===== config.mk =====
export PLATFORM = sky130hd
export DESIGN_NAME = cache_ctrl
export DESIGN_NICKNAME = d
export VERILOG_FILES = /design/src/rtl/cache_pkg.sv /design/src/rtl/cache_victim_sel.sv /design/src/rtl/cache_ctrl.sv
export SDC_FILE = /design/constraint.sdc
export NUM_CORES = 1
export LEC_CHECK = 0
export BUFFER_PORTS_ARGS = -buffer_cell sky130_fd_sc_hd__buf_2
export CELL_PAD_IN_SITES_DETAIL_PLACEMENT = 1
export CELL_PAD_IN_SITES_GLOBAL_PLACEMENT = 1
export CORE_UTILIZATION = 28
export DETAILED_ROUTE_END_ITERATION = 12
export PLACE_DENSITY = 0.9
export SYNTH_ARGS = -nofsm -noshare
export SYNTH_HDL_FRONTEND = slang
export SYNTH_SLANG_ARGS = --single-unit

===== constraint.sdc =====
create_clock -name clk -period 2.9 [get_ports clk]
set_input_delay 0.87 -clock clk [delete_from_list [all_inputs] [get_ports clk]]
set_output_delay 0.87 -clock clk [all_outputs]
set_load 0.01 [all_outputs]

===== src/rtl/cache_pkg.sv =====
// Shared types and constants for the 2-way, 8-set write-back cache controller.
// Contents:
//   cache_state_e - controller FSM states
//   data_sel_e    - data-array input source select
//   paddr_sel_e   - physical-memory address source select
//   NUM_WAYS, NUM_SETS - cache geometry
package cache_pkg;

  localparam int NUM_WAYS = 2;
  localparam int NUM_SETS = 8;

  typedef enum logic [1:0] {
    CHECK     = 2'd0,
    WRITEBACK = 2'd1,
    ALLOCATE  = 2'd2
  } cache_state_e;

  typedef enum logic {
    DSEL_CPU  = 1'b0,
    DSEL_PMEM = 1'b1
  } data_sel_e;

  typedef enum logic {
    PADDR_CPU    = 1'b0,
    PADDR_VICTIM = 1'b1
  } paddr_sel_e;

endpackage


===== src/rtl/cache_victim_sel.sv =====
// Replacement-way chooser for a 2-way set.
// Ports:
//   valid  in  2  per-way valid bits of the indexed set
//   lru    in  1  least-recently-used way of the indexed set
//   victim out 1  way to replace: lowest invalid way, else the LRU way
module cache_victim_sel
  import cache_pkg::*;
(
  input  logic [NUM_WAYS-1:0] valid,
  input  logic                lru,
  output logic                victim
);

  always_comb begin
    victim = lru;
    if (!valid[0])      victim = 1'b0;
    else if (!valid[1]) victim = 1'b1;
  end

endmodule


===== src/rtl/cache_ctrl.sv =====
// Control FSM for the 2-way, 8-set write-back cache. Evaluates hit/miss for
// CPU requests, sequences write-back and refill on the pmem port, and drives
// all array load strobes and datapath mux selects.
// Ports:
//   clk, rst_n                    clock, async active-low reset
//   mem_read, mem_write, mem_resp CPU request / completion (write wins)
//   hit, valid, dirty, lru        indexed-set status from the datapath
//   load_valid/dirty/tag/data     per-way array write strobes
//   valid_in, dirty_in            valid/dirty array write data
//   load_lru, lru_in              LRU array write strobe / data
//   data_sel                      0 = CPU merged write, 1 = pmem line
//   way_sel                       way driving the read/write-back mux
//   pmem_addr_sel                 0 = CPU address, 1 = {victim tag, set}
//   pmem_read, pmem_write         memory strobes, held until pmem_resp
//   pmem_resp                     single-cycle memory completion
module cache_ctrl
  import cache_pkg::*;
#(
  parameter int WAYS = 2
) (
  input  logic            clk,
  input  logic            rst_n,
  input  logic            mem_read,
  input  logic            mem_write,
  output logic            mem_resp,
  input  logic [WAYS-1:0] hit,
  input  logic [WAYS-1:0] valid,
  input  logic [WAYS-1:0] dirty,
  input  logic            lru,
  output logic [WAYS-1:0] load_valid,
  output logic [WAYS-1:0] load_dirty,
  output logic [WAYS-1:0] load_tag,
  output logic [WAYS-1:0] load_data,
  output logic            valid_in,
  output logic            dirty_in,
  output logic            load_lru,
  output logic            lru_in,
  output logic            data_sel,
  output logic            way_sel,
  output logic            pmem_addr_sel,
  output logic            pmem_read,
  output logic            pmem_write,
  input  logic            pmem_resp
);

  cache_state_e state_q, state_d;
  logic         victim_q;
  logic         victim;
  logic         req;
  logic         hit_any;
  logic         hit_way;
  logic [1:0]   hit_oh;
  logic [1:0]   victim_oh;
  logic         victim_dirty;
  logic         miss_latch;

  cache_victim_sel u_victim_sel (
    .valid  (valid),
    .lru    (lru),
    .victim (victim)
  );

  assign req          = mem_read | mem_write;
  assign hit_any      = |hit;
  // Both hit bits set is illegal; resolve towards way 0.
  assign hit_way      = ~hit[0];
  assign hit_oh       = hit_way ? 2'b10 : 2'b01;
  assign victim_oh    = victim_q ? 2'b10 : 2'b01;
  assign victim_dirty = valid[victim] & dirty[victim];
  assign miss_latch   = (state_q == CHECK) && req && !hit_any;

  always_ff @(posedge clk or negedge rst_n) begin
    if (!rst_n) begin
      state_q  <= CHECK;
      victim_q <= 1'b0;
    end else begin
      state_q <= state_d;
      if (miss_latch) victim_q <= victim;
    end
  end

  // Everything is gated by rst_n so a reset mid-transaction drops the
  // pmem strobes in the same instant, not at the next edge.
  always_comb begin
    state_d       = state_q;
    mem_resp      = 1'b0;
    load_valid    = '0;
    load_dirty    = '0;
    load_tag      = '0;
    load_data     = '0;
    valid_in      = 1'b0;
    dirty_in      = 1'b0;
    load_lru      = 1'b0;
    lru_in        = 1'b0;
    data_sel      = DSEL_CPU;
    way_sel       = 1'b0;
    pmem_addr_sel = PADDR_CPU;
    pmem_read     = 1'b0;
    pmem_write    = 1'b0;
    if (rst_n) begin
      unique case (state_q)
        CHECK: begin
          if (req) begin
            if (hit_any) begin
              mem_resp = 1'b1;
              way_sel  = hit_way;
              load_lru = 1'b1;
              lru_in   = ~hit_way;
              if (mem_write) begin
                load_data  = hit_oh;
                data_sel   = DSEL_CPU;
                load_dirty = hit_oh;
                dirty_in   = 1'b1;
              end
            end else begin
              state_d = victim_dirty ? WRITEBACK : ALLOCATE;
            end
          end
        end
        WRITEBACK: begin
          pmem_write    = 1'b1;
          pmem_addr_sel = PADDR_VICTIM;
          way_sel       = victim_q;
          if (pmem_resp) state_d = ALLOCATE;
        end
        ALLOCATE: begin
          // hit may rise here through write-forwarding; mem_resp waits for CHECK.
          pmem_read     = 1'b1;
          pmem_addr_sel = PADDR_CPU;
          if (pmem_resp) begin
            load_data  = victim_oh;
            load_tag   = victim_oh;
            load_valid = victim_oh;
            valid_in   = 1'b1;
            load_dirty = victim_oh;
            dirty_in   = 1'b0;
            data_sel   = DSEL_PMEM;
            state_d    = CHECK;
          end
        end
        default: state_d = CHECK;
      endcase
    end
  end

endmodule


---- Yosys cells after proc, flatten, opt, wreduce, memory -nomap -nowiden ----
Cells that the tools add are included.
Widths: inputs -> output; s select.
word-level totals
  bits of input ports ..................... 12
  word-level logic and storage cells ...... 64
  bits in registers ....................... 3
  output and inout port bits .............. 18
cells by class
  reduce and logical (&&, ||, !) cells .... 6
  equality and inequality tests ........... 6
  order comparisons ....................... 1
  muxes and demuxes ....................... 46
  bitwise logic cells ..................... 3
operator list
  operator            count
  $mux 1              29
  $mux 2              14
  $ne 2x2->1 const B  4
  $pmux 2 s3          1
  $reduce_and 5->1    1
  $pmux 2 s2          1
  $eq 2x1->1 const B  1
  $eq 2x2->1 const B  1
  $logic_and 1x1->1   2
  $logic_not 2->1     1
  $lt 1x2->1 const B  1
  $pmux 1 s2          1
  $reduce_or 2->1     1
  $and 1x1->1         1
  $logic_not 1->1     1
  $not 1->1           1
  $or 1x1->1          1

---- Logic depth before layout (Yosys ltp) ----
  word-level depth ........................ 9
  mapped depth ............................ 5
  gate-level depth less buffers ........... 3

---- By module ----
From an unflattened synthesis, not the netlist that was laid out.
second synthesis, totals
  cell total of the unflattened synthesis .. 50
  area, all modules ....................... 384.1 um^2
by module, submodules not included
  module            cells an instance  seq. area each (um^2)  times used  area an instance (um^2)
  cache_ctrl        48                 75.1                   1           372.9
  cache_victim_sel  2                  0.0                    1           11.3

---- Worst setup path before layout ----
Ideal clock, no wire load.
  kind .................................... in2out
  from .................................... in rst_n
  to ...................................... out mem_resp
  slack ................................... 0.380 ns
  arrival ................................. 1.650 ns
  required time ........................... 2.030 ns
  stages on the path ...................... 5
  path buffers ............................ 2
  cells stage by stage .................... buf_4 -> nor3b_2 -> and2_1 -> and2b_1 -> buf_4
between the ends
  word-level cells in the longest chain between the ends .. 1
RTL lines
  what             line              text
  start, declared  cache_ctrl.sv:22  input logic rst_n,
  $mux 1           -
  end, declared    cache_ctrl.sv:25  output logic mem_resp,
Every way passes these cells.

---- Final worst setup path ----
  from .................................... in rst_n
  to ...................................... out mem_resp
between the ends
  word-level cells in the longest chain between the ends .. 1
RTL lines
  what    line               text
  $mux 1  cache_ctrl.sv:100  if (rst_n) begin
Every way passes these cells.

==> flow_summary.yaml <==
power_and_ir_drop:
  power_density_nw_per_um2: 736
  leakage_nw: 0.309
  ir_worst_vdd_v: 0.000448
logic_synthesis:
  ys_types: 29
  syn_avg_cell_area_um2: 7.95
  synth_common_cells: "8 x buf_4, 4 x a32oi_1, 4 x nor2_1, 3 x dfrtp_1, 3 x nor3_1"
  synth_top_cell_by_area: "dfrtp_1"
  synth.top_cell.area_share_pct: 17.5
  synthesis.nets: 66
  syn_area_um2: 429
  synth_seq_cells: 3
  syn_inst: 54
  async_flop_share_pct: 100
  synth_edf_count: 0
  synth-main-ff-cell: "dfrtp_1"
  yosysMostFrequentCell: "buf_4"
  yosys_warnings: 0
  synthTopCellsByArea: "dfrtp_1 17%, buf_4 14%, a32oi_1 8.2%"
  seq_area_frac_synth_pct: 17.5
routing:
  firstDrtPassIters: 2
  drt-total-wl_mm: 1.18
  avgRoutedWirePerCell_um: 12.8
  avgViaCountPerCell: 5.01
  antenna_left: 0
  vias: 461
  drc: 0
  first_iter_violations: 5
critical_path:
  cpMostUsedCell: "buf_2"
  startpoint_type: "input pin"
  regToRegSetupSlack_ns: 1.68
  r2r_cells: 3
  cp.required_ns: 2.03
  critPathCaptureType: "output pin"
  critical_path.max_fanout: 12
  crit_chain: "buf_2 > nor3b_2 > and2_1 > and2b_1 > buf_2"
  timing.rr.end: "state_q[1]"
  crit_type: "input pin to output pin"
  crit_slowest_cell: "nor3b_2"
  path_buf_inv: 2
  critPathMaxStageDelay_ns: 0.28
  cpLargestDelayFamily: "simple AND/OR/NAND/NOR gates"
  timing.rr.start: "state_q[1]"
  cp.arrival_ns: 1.80
layout:
  fillers: 187
  nets: 90
  diodes: 0
  drive_gt1_share_pct: 49.4
  area_delta_synth_final_pct: 25.1
  seq_area_um2: 75.1
  multiInputGateArea_um2: 258
global_route:
  antenna_found_initial: 0
  grtUsageTotal_pct: 15.6
  grt_pass1_wl_mm: 1.66
  grt_max_degree: 15
  grt_pass1_vias: 370
  grt_overflow_total: 0
sta:
  whs_ns: 0.484
  hold_viol: 0
  final.setup_skew_ns: 0.000149
  worst_pin_slew_ns: 0.438
  relSlewSlack_pct: 70.8
  fin_crit_ns: 2.67
  finalCritPeriodShare_pct: 91.9
  maxSlewViolCount: 0
  fin_tns_setup_ns: 0
  setup_slack_ns: 0.235
  rsz0062_at_grt: "no"
  setup_viol: 0
  fmax_ghz: 0.375
clock_network:
  cts_buffers: 3
  clkTransAtPathRegs_ns: 0.03
  cts_resized: 0
  cts_root_buf: "clkbuf_4"
  clkLatencyLatePin_ns: 0.23
  cts_setup_buffers: 0
  htree_levels: 1
  clock_sinks: 3
  ctsHoldBuffers: 0
  clk_path_buf_depth: 2
  cts_tree: "yes"
min_path:
  hp-class: "input pin to asynchronous set/reset pin"
die:
  start_util_pct: 31.4
  die_h_um: 41.2
  io_pins: 30
  die_w_um: 41.2
  die-area_um2: 1690
  placeableCoreArea_um2: 1370
  rows: 13
placement:
  portBuffers: 29
  place.gp.congestion: 0.813
  pre_cts_slack_ns: 0.239
  dp_hpwl_um: 978
job:
  drv_cap: 0
status:
  status: "completed"
==> per-stage QoR <==
step / instances / cell area [µm²] / util, % / total power [mW]
5_1_grt: 92 / 537 / 39.3 / 0.438
3_3_place_gp: 88 / 510 / 37.4 / 0.317
2_1_floorplan: 54 / 429 / - / 0.292
3_5_place_dp: 88 / 510 / 37.4 / 0.327
4_1_cts: 92 / 537 / 39.3 / 0.402
6_report: 92 / 537 / 39.3 / 0.395
==> cell type report <==
| class | instances | area share (%) |
|---|---|---|
| tap | 15 | 3.50 |
| sequential | 3 | 14.0 |
| clock buffer | 4 | 4.90 |
| timing repair buffer | 29 | 27.0 |
| multi-input combinational | 38 | 48.0 |
| inverter | 3 | 2.56 |
==> report_power, final <==
group | switching, mW | internal, mW | leakage (nW)
Sequential | 0.0574 | 0.0620 | 0.0383
Combinational | 0.108 | 0.0959 | 0.256
Clock | 0.0199 | 0.0515 | 0.0150
==> worst max-delay path by stage <==
stage | slack [ns] | to | depth (start not counted) | startpoint
after floorplan | 0.38 | mem_resp | 5 | rst_n
after global placement | 0.30 | mem_resp | 5 | rst_n
after detailed placement | 0.24 | mem_resp | 5 | rst_n
after CTS | 0.23 | mem_resp | 5 | rst_n
after global routing | 0.14 | load_lru | 5 | rst_n
final | 0.23 | mem_resp | 5 | rst_n
==> cells by family after synthesis <==
group,Yosys count,synth area share (%)
buffers and inverters,13,22.5
flip-flops,3,17.5
multiplexers,2,4.96
AND/OR/NAND/NOR,25,36.2
AO/OA/AOI/OAI,11,19.0
==> cells in the final DEF, fill, tap and decap left out <==
master / Yosys / routed
o21ai_0: 2 / 2
a22o_1: 1 / 1
dfrtp_1: 3 / 3
nor2_1: 4 / 4
nor3_1: 3 / 3
buf_2: 0 / 29
a21boi_1: 1 / 1
and3b_1: 2 / 2
nand3_1: 2 / 2
nor2b_1: 2 / 2
and2_1: 1 / 1
a32oi_1: 4 / 4
nand4b_1: 1 / 1
and2b_1: 2 / 2
inv_4: 1 / 1
nand4_1: 1 / 1
or2_4: 1 / 1
o31a_1: 1 / 1
and3_2: 1 / 1
nand2_1: 2 / 2
mux2_2: 1 / 1
a31oi_1: 1 / 1
and3_1: 1 / 1
o21ai_1: 1 / 1
mux2i_1: 1 / 1
inv_1: 2 / 2
nor3b_2: 1 / 1
clkbuf_1: 0 / 1
clkbuf_4: 0 / 3
nor2_2: 1 / 1
==> routing by layer <==
metal / wire (µm) / global-route usage [%]
met4: 0 / 2.42
met2: 581 / 25.0
met3: 54 / 6.52
met1: 542 / 19.7
met5: 0 / 0
==> flip-flops by register name, summed over array words and instances (netlist names) <==
signal	count
state_q	2
victim_q	1
No activity file was read; power rests on OpenSTA's default activity.
